<file path="src/rtl/qspi_mem_responder.sv">
// Quad-SPI memory target. CS/SCK/SD are oversampled by clk_i and serve a byte-wide memory port.
// Define QSPI_RESP_WPROT_EN to block writes below WP_LIMIT.
module qspi_mem_responder #(
    parameter int          AW       = 24,
    parameter int          DUMMY    = 4,
    parameter logic [23:0] WP_LIMIT = 24'h000400
) (
    input  logic          clk_i,
    input  logic          rst_i,
    input  logic          cs_n_i,
    input  logic          sck_i,
    input  logic [3:0]    sd_i,
    output logic [3:0]    sd_o,
    output logic [3:0]    sd_oen_o,
    output logic          mem_req_o,
    output logic          mem_we_o,
    output logic [AW-1:0] mem_addr_o,
    output logic [7:0]    mem_wdata_o,
    input  logic [7:0]    mem_rdata_i,
    input  logic          mem_ack_i,
    output logic          err_o
);

    typedef enum logic [2:0] {
        S_IDLE, S_CMD, S_ADDR, S_DUMMY, S_RDATA, S_WDATA, S_IGNORE
    } state_t;

    localparam logic [7:0] CMD_READ   = 8'hEB;
    localparam logic [7:0] CMD_WRITE  = 8'h38;
    localparam logic [7:0] DUMMY_LAST = 8'(DUMMY - 1);

    state_t        r_state;
    logic          r_cs_meta, r_cs_sync;
    logic          r_sck_meta, r_sck_sync, r_sck_prev;
    logic [3:0]    r_sd_meta, r_sd_sync;
    logic [19:0]   r_shift;
    logic [7:0]    r_cnt;
    logic          r_half;
    logic          r_is_read;
    logic [AW-1:0] r_addr;
    logic [AW-1:0] r_mem_addr;
    logic          r_req, r_we;
    logic [7:0]    r_wdata;
    logic [7:0]    r_rbyte;
    logic          r_rvalid;
    logic          r_bad;
    logic          r_fetch_pend;
    logic          r_rd_skip;
    logic [3:0]    r_sd_out, r_oen;
    logic          r_err;

    logic          w_sck_rise, w_sck_fall;
    logic [7:0]    w_byte;
    logic          w_protected;

    assign w_sck_rise = r_sck_sync & ~r_sck_prev;
    assign w_sck_fall = ~r_sck_sync & r_sck_prev;
    assign w_byte     = {r_shift[3:0], r_sd_sync};

`ifdef QSPI_RESP_WPROT_EN
    assign w_protected = (24'(r_addr) < WP_LIMIT);
`else
    logic w_unused_wp;
    assign w_unused_wp = ^WP_LIMIT;
    assign w_protected = 1'b0;
`endif

    assign sd_o        = r_sd_out;
    assign sd_oen_o    = r_oen;
    assign mem_req_o   = r_req;
    assign mem_we_o    = r_we;
    assign mem_addr_o  = r_mem_addr;
    assign mem_wdata_o = r_wdata;
    assign err_o       = r_err;

    // NOTE: non-blocking throughout; a later assignment in this block deliberately
    // overrides an earlier one (CS abort and byte consumption win over ack capture).
    always_ff @(posedge clk_i) begin
        if (rst_i) begin
            r_state      <= S_IDLE;
            r_cs_meta    <= 1'b1;
            r_cs_sync    <= 1'b1;
            r_sck_meta   <= 1'b0;
            r_sck_sync   <= 1'b0;
            r_sck_prev   <= 1'b0;
            r_sd_meta    <= 4'h0;
            r_sd_sync    <= 4'h0;
            r_shift      <= 20'h0;
            r_cnt        <= 8'h0;
            r_half       <= 1'b0;
            r_is_read    <= 1'b0;
            r_addr       <= '0;
            r_mem_addr   <= '0;
            r_req        <= 1'b0;
            r_we         <= 1'b0;
            r_wdata      <= 8'h0;
            r_rbyte      <= 8'h0;
            r_rvalid     <= 1'b0;
            r_bad        <= 1'b0;
            r_fetch_pend <= 1'b0;
            r_rd_skip    <= 1'b0;
            r_sd_out     <= 4'h0;
            r_oen        <= 4'h0;
            r_err        <= 1'b0;
        end else begin
            r_cs_meta  <= cs_n_i;
            r_cs_sync  <= r_cs_meta;
            r_sck_meta <= sck_i;
            r_sck_sync <= r_sck_meta;
            r_sck_prev <= r_sck_sync;
            r_sd_meta  <= sd_i;
            r_sd_sync  <= r_sd_meta;
            if (w_sck_rise)
                r_shift <= {r_shift[15:0], r_sd_sync};

            // Memory handshake; read prefetches go out as soon as the bus is free.
            if (r_req && mem_ack_i) begin
                r_req <= 1'b0;
                if (!r_we) begin
                    if (r_rd_skip) begin
                        r_rd_skip <= 1'b0;
                    end else begin
                        r_rbyte  <= mem_rdata_i;
                        r_rvalid <= 1'b1;
                    end
                end
            end else if (r_fetch_pend && !r_req && !r_cs_sync) begin
                r_req        <= 1'b1;
                r_we         <= 1'b0;
                r_mem_addr   <= r_addr;
                r_addr       <= r_addr + 1'b1;
                r_fetch_pend <= 1'b0;
            end

            if (r_cs_sync) begin
                r_state      <= S_IDLE;
                r_oen        <= 4'h0;
                r_sd_out     <= 4'h0;
                r_cnt        <= 8'h0;
                r_half       <= 1'b0;
                r_rvalid     <= 1'b0;
                r_bad        <= 1'b0;
                r_fetch_pend <= 1'b0;
                if (r_req && !r_we && !mem_ack_i)
                    r_rd_skip <= 1'b1;
            end else begin
                unique case (r_state)
                    S_IDLE: begin
                        r_state <= S_CMD;
                        r_cnt   <= 8'h0;
                    end
                    S_CMD: if (w_sck_rise) begin
                        if (r_cnt == 8'd1) begin
                            r_cnt <= 8'h0;
                            case (w_byte)
                                CMD_READ: begin
                                    r_is_read <= 1'b1;
                                    r_state   <= S_ADDR;
                                end
                                CMD_WRITE: begin
                                    r_is_read <= 1'b0;
                                    r_state   <= S_ADDR;
                                end
                                default: r_state <= S_IGNORE;
                            endcase
                        end else begin
                            r_cnt <= r_cnt + 8'd1;
                        end
                    end
                    S_ADDR: if (w_sck_rise) begin
                        if (r_cnt == 8'd5) begin
                            r_cnt  <= 8'h0;
                            r_half <= 1'b0;
                            r_addr <= AW'({r_shift, r_sd_sync});
                            if (r_is_read) begin
                                r_fetch_pend <= 1'b1;
                                r_rvalid     <= 1'b0;
                                r_bad        <= 1'b0;
                                r_state      <= S_DUMMY;
                            end else begin
                                r_state <= S_WDATA;
                            end
                        end else begin
                            r_cnt <= r_cnt + 8'd1;
                        end
                    end
                    S_DUMMY: if (w_sck_rise) begin
                        if (r_cnt == DUMMY_LAST) begin
                            r_cnt   <= 8'h0;
                            r_oen   <= 4'hF;
                            r_state <= S_RDATA;
                        end else begin
                            r_cnt <= r_cnt + 8'd1;
                        end
                    end
                    S_RDATA: if (w_sck_fall) begin
                        if (!r_half) begin
                            r_half <= 1'b1;
                            if (r_rvalid) begin
                                r_sd_out <= r_rbyte[7:4];
                            end else begin
                                r_sd_out <= 4'h0;
                                r_err    <= 1'b1;
                                r_bad    <= 1'b1;
                            end
                        end else begin
                            // Byte consumed: request the next one; a late ack for this byte is dropped.
                            r_half       <= 1'b0;
                            r_sd_out     <= r_bad ? 4'h0 : r_rbyte[3:0];
                            r_bad        <= 1'b0;
                            r_rvalid     <= 1'b0;
                            r_fetch_pend <= 1'b1;
                            if (r_req && !mem_ack_i)
                                r_rd_skip <= 1'b1;
                        end
                    end
                    S_WDATA: if (w_sck_rise) begin
                        if (!r_half) begin
                            r_half <= 1'b1;
                        end else begin
                            r_half <= 1'b0;
                            r_addr <= r_addr + 1'b1;
                            if (!w_protected) begin
                                if (r_req) begin
                                    r_err <= 1'b1;
                                end else begin
                                    r_req      <= 1'b1;
                                    r_we       <= 1'b1;
                                    r_mem_addr <= r_addr;
                                    r_wdata    <= w_byte;
                                end
                            end
                        end
                    end
                    S_IGNORE: ;
                    default: r_state <= S_IDLE;
                endcase
            end
        end
    end

endmodule
</file>
<file path="config.mk">
export PLATFORM = sky130hd
export DESIGN_NAME = qspi_mem_responder
export DESIGN_NICKNAME = d
export VERILOG_FILES = /design/src/rtl/qspi_mem_responder.sv
export SDC_FILE = /design/constraint.sdc
export NUM_CORES = 1
export LEC_CHECK = 0
export CORE_UTILIZATION = 53
export CTS_BUF_LIST = sky130_fd_sc_hd__clkbuf_8
export CTS_CLUSTER_SIZE = 40
export DETAILED_ROUTE_END_ITERATION = 10
export GPL_TIMING_DRIVEN = 0
export PLACE_DENSITY = 0.78
export SYNTH_ARGS = -nofsm -noshare
export SYNTH_HDL_FRONTEND = slang
export SYNTH_SLANG_ARGS = --single-unit
export TNS_END_PERCENT = 100
</file>
<file path="constraint.sdc">
create_clock -name clk_i -period 2.15 [get_ports clk_i]
set_input_delay 0.3225 -clock clk_i [delete_from_list [all_inputs] [get_ports clk_i]]
set_output_delay 0.3225 -clock clk_i [all_outputs]
set_load 0.01 [all_outputs]
</file>
==> results.py <==
metrics = {
    "pwr": {
        "p_comb_share_pct": 3.6,
        "p_int_mw": 3.444,
        "vdd_ir_drop_max_mv": 0.7501,
        "pwr-share-clk_pct": 45.5,
        "cellLeakagePower_nw": 2.550,
        "swShare_pct": 23.26,
        "power_per_cell_area_nw_per_um2": 594.6,
        "seq_power_share_pct": 50.9,
        "total_power_mw": 4.488,
        "p_sw_mw": 1.044,
    },
    "detailed_routing": {
        "vias_per_cell": 5.919,
        "drc": 0,
        "ant_nets": 0,
        "via_count": 5949,
        "wl_mm": 18.37,
        "wl_met3_mm": 1.407,
        "firstDrtPassIters": 7,
        "drt_iter0_markers": 481,
        "wl_met1_mm": 7.908,
        "wl_per_cell_um": 18.27,
        "route.met2.wl_mm": 8.414,
        "highest_layer": "met4",
    },
    "floorplan": {
        "dieArea_um2": 11630,
        "die_h_um": 107.9,
        "num_rows": 38,
        "initial_utilization_pct": 54.54,
        "io_pins": 60,
        "core_um2": 10890,
        "die_w_um": 107.9,
    },
    "grt": {
        "grt_antenna_before_repair": 0,
        "gr-usage-all-layers_pct": 32.84,
        "grt.overflow.total": 0,
        "first_global_vias": 5544,
        "grt_max_degree": 17,
        "grt_pass1_wl_mm": 28.55,
    },
    "synthesis": {
        "synthesis.area_um2": 5938,
        "synth_top_area_share_pct": 41.13,
        "syn-num-nets": 793,
        "synth_common_cells": "nand2_1 (169), dfxtp_1 (122), a21oi_1 (96)",
        "postSynthCellCount": 773,
        "ys_ff_latch": 122,
        "syn_area_per_cell_um2": 7.682,
        "synth_area_leaders": "dfxtp_1 (41%), nand2_1 (11%), a21oi_1 (8.1%), xor2_1 (3.8%), nor2_1 (3.4%)",
        "seq_area_frac_synth_pct": 41.13,
        "synth_most_common_cell": "nand2_1",
        "postSynth.asyncResetShare_pct": 0,
        "yosysWarningCount": 0,
        "synth_cell_types": 62,
        "synth_edf_count": 0,
        "ys.flop_type": "dfxtp_1",
        "synth_top_cell_by_area": "dfxtp_1",
    },
    "sta": {
        "hold_viol": 0,
        "finalCritPeriodShare_pct": 98.01,
        "fin_skew_ps": 9.576,
        "setup_viol": 0,
        "slew_headroom_pct": 55.33,
        "rsz0062_at_grt": "yes",
        "fin_crit_ps": 2107,
        "fmax_ghz": 0.4746,
        "setup_slack_ps": 42.83,
        "slew_viol_final": 0,
        "worstMarginPinSlew_ps": 663.9,
    },
    "place": {
        "hpwl_mm": 12.89,
        "pre_cts_ws_ps": -544.9,
        "globalplace.congestion": 0.9364,
        "io_buffer_count": 59,
    },
    "clock_tree": {
        "cts_sinks": 122,
        "clock_latency_ps": 450,
        "clockRootBuffer": "clkbuf_8",
        "cts_tree": "yes",
        "clk_pin_slew_worst_paths_ps": 70,
        "hold_buffers": 0,
        "clockBufferDepth": 2,
        "h-tree-depth": 4,
        "numCtsBuffers": 17,
    },
    "final_layout": {
        "final_core_util_pct": 69.32,
        "post_route_cells_drive_above_1_share_pct": 16.76,
        "final_nets": 873,
        "antennaDiodeCount": 0,
        "syn_to_final_growth_pct": 27.10,
    },
    "critical_path": {
        "path_class": "flop to flop",
        "end_kind": "flop",
        "start_kind": "flop",
        "worst_path_max_delay_cell": "or3b_4",
        "reg2reg_slack_ps": 40,
        "crit_chain": "or3b_4 -> buf_4 -> a211oi_4 -> a21oi_1 -> a21oi_2 -> o21ai_0 -> a211o_1",
        "crit_fanout": 6,
        "arrival_ps": 2450,
        "crit_start": "r_cs_sync$_SDFF_PP1_",
        "r2r-start": "r_cs_sync$_SDFF_PP1_",
        "crit_required_ps": 2490,
        "cp_slowest_stage_delay_ps": 440,
    },
    "min_path": {
        "hold_start": "r_cs_meta$_SDFF_PP1_",
        "hp-class": "flop to flop",
    },
    "job": {
        "drv_cap": 0,
    },
    "outcome": {
        "status": "completed",
    },
}
## critical path: cells and delay by family (launching register included)
kind	cells	cell delay (ps)
DFF	1	360
and+or+nand+nor	1	440
AOI/OAI and AO/OA	5	1020
buffers and inverters	1	170
## power groups by stage
stage / clock network (mW) / registers [mW] / logic [mW]
final: 2.04 / 2.28 / 0.160
after global routing: 2.16 / 2.28 / 0.173
after CTS: 2.06 / 2.28 / 0.152
after detailed placement: 0 / 2.34 / 0.148
after global placement: 0 / 2.34 / 0.146
after floorplan: 0 / 2.33 / 0.0849
## registers in the layout (all words and copies together) (netlist names), 3 cells and up
register,cells
mem_addr_o,24
r_addr,24
r_shift,20
mem_wdata_o,8
r_cnt,8
r_rbyte,8
r_sd_meta,4
r_sd_sync,4
sd_o,4
r_state,3
## kinds of logic (layout without fill, tap and decap cells)
| family | after synthesis | after routing | synth area share, % |
|---|---|---|---|
| AO/OA/AOI/OAI | 189 | 189 | 19.07 |
| XOR/XNOR | 44 | 44 | 6.490 |
| adder cells (fa/ha/maj) | 3 | 3 | 0.6322 |
| buffers and inverters | 68 | 160 | 4.825 |
| flip-flops | 122 | 122 | 41.13 |
| multiplexers | 6 | 6 | 1.011 |
| AND/OR/NAND/NOR | 341 | 341 | 26.84 |
## layout by cell type, fill, tap and decap left out, types with 9 or more instances in the layout
master             n
xnor2_1           17
nor3_1            15
clkbuf_1          22
xor2_1            24
nand2_1          166
a21oi_1           90
nand3_1           17
nand4_1           10
dfxtp_2           11
clkbuf_8          20
clkdlybuf4s50_1   59
nor2b_1           13
nor2_1            45
buf_4             18
o21ai_0           26
dfxtp_1          108
inv_1              9
## path summary, 6_finish.rpt
path / end / cells past startpoint
setup / recovery: r_addr[19]$_SDFF_PP0_ / 7
hold / removal: r_cs_sync$_SDFF_PP1_ / 1
setup reg to reg: r_addr[19]$_SDFF_PP0_ / 7
hold reg to reg: r_cs_sync$_SDFF_PP1_ / 1
## cell type report
class	count	area (µm²)
Multi-Input combinational cell	583	3507
Fill cell	937	3341
Sequential cell	122	2467
Timing Repair Buffer	73	711.9
Clock buffer	20	275.3
Buffer	48	257.7
Tap cell	140	175.2
Clock inverter	11	122.6
Inverter	8	30.03
## metrics by stage
step	instances	instance area, µm²	setup TNS, ps	hold slack [ps]
detailed placement	972	6704	-16300	393.2
finish	1005	7547	0	406.8
CTS	1007	7373	-74.60	398.7
global route	1005	7547	-189.6	427.2
global placement	972	6704	-15280	393.0
floorplan	773	5938	0	389.5
## metal layers
layer / up-vias / global-route usage [%]
li1: 2826 / -
met1: 2801 / 42.18
met2: 273 / 51.10
met3: 49 / 8.232
met4: 0 / 16.14
met5: - / 0
## timing repair
item,4_1_cts,5_1_grt
pin swaps,11,15
setup endpoints to repair,56,54
resized for setup,62,58
setup buffers,8,6
No activity file was read; power rests on OpenSTA's default activity.
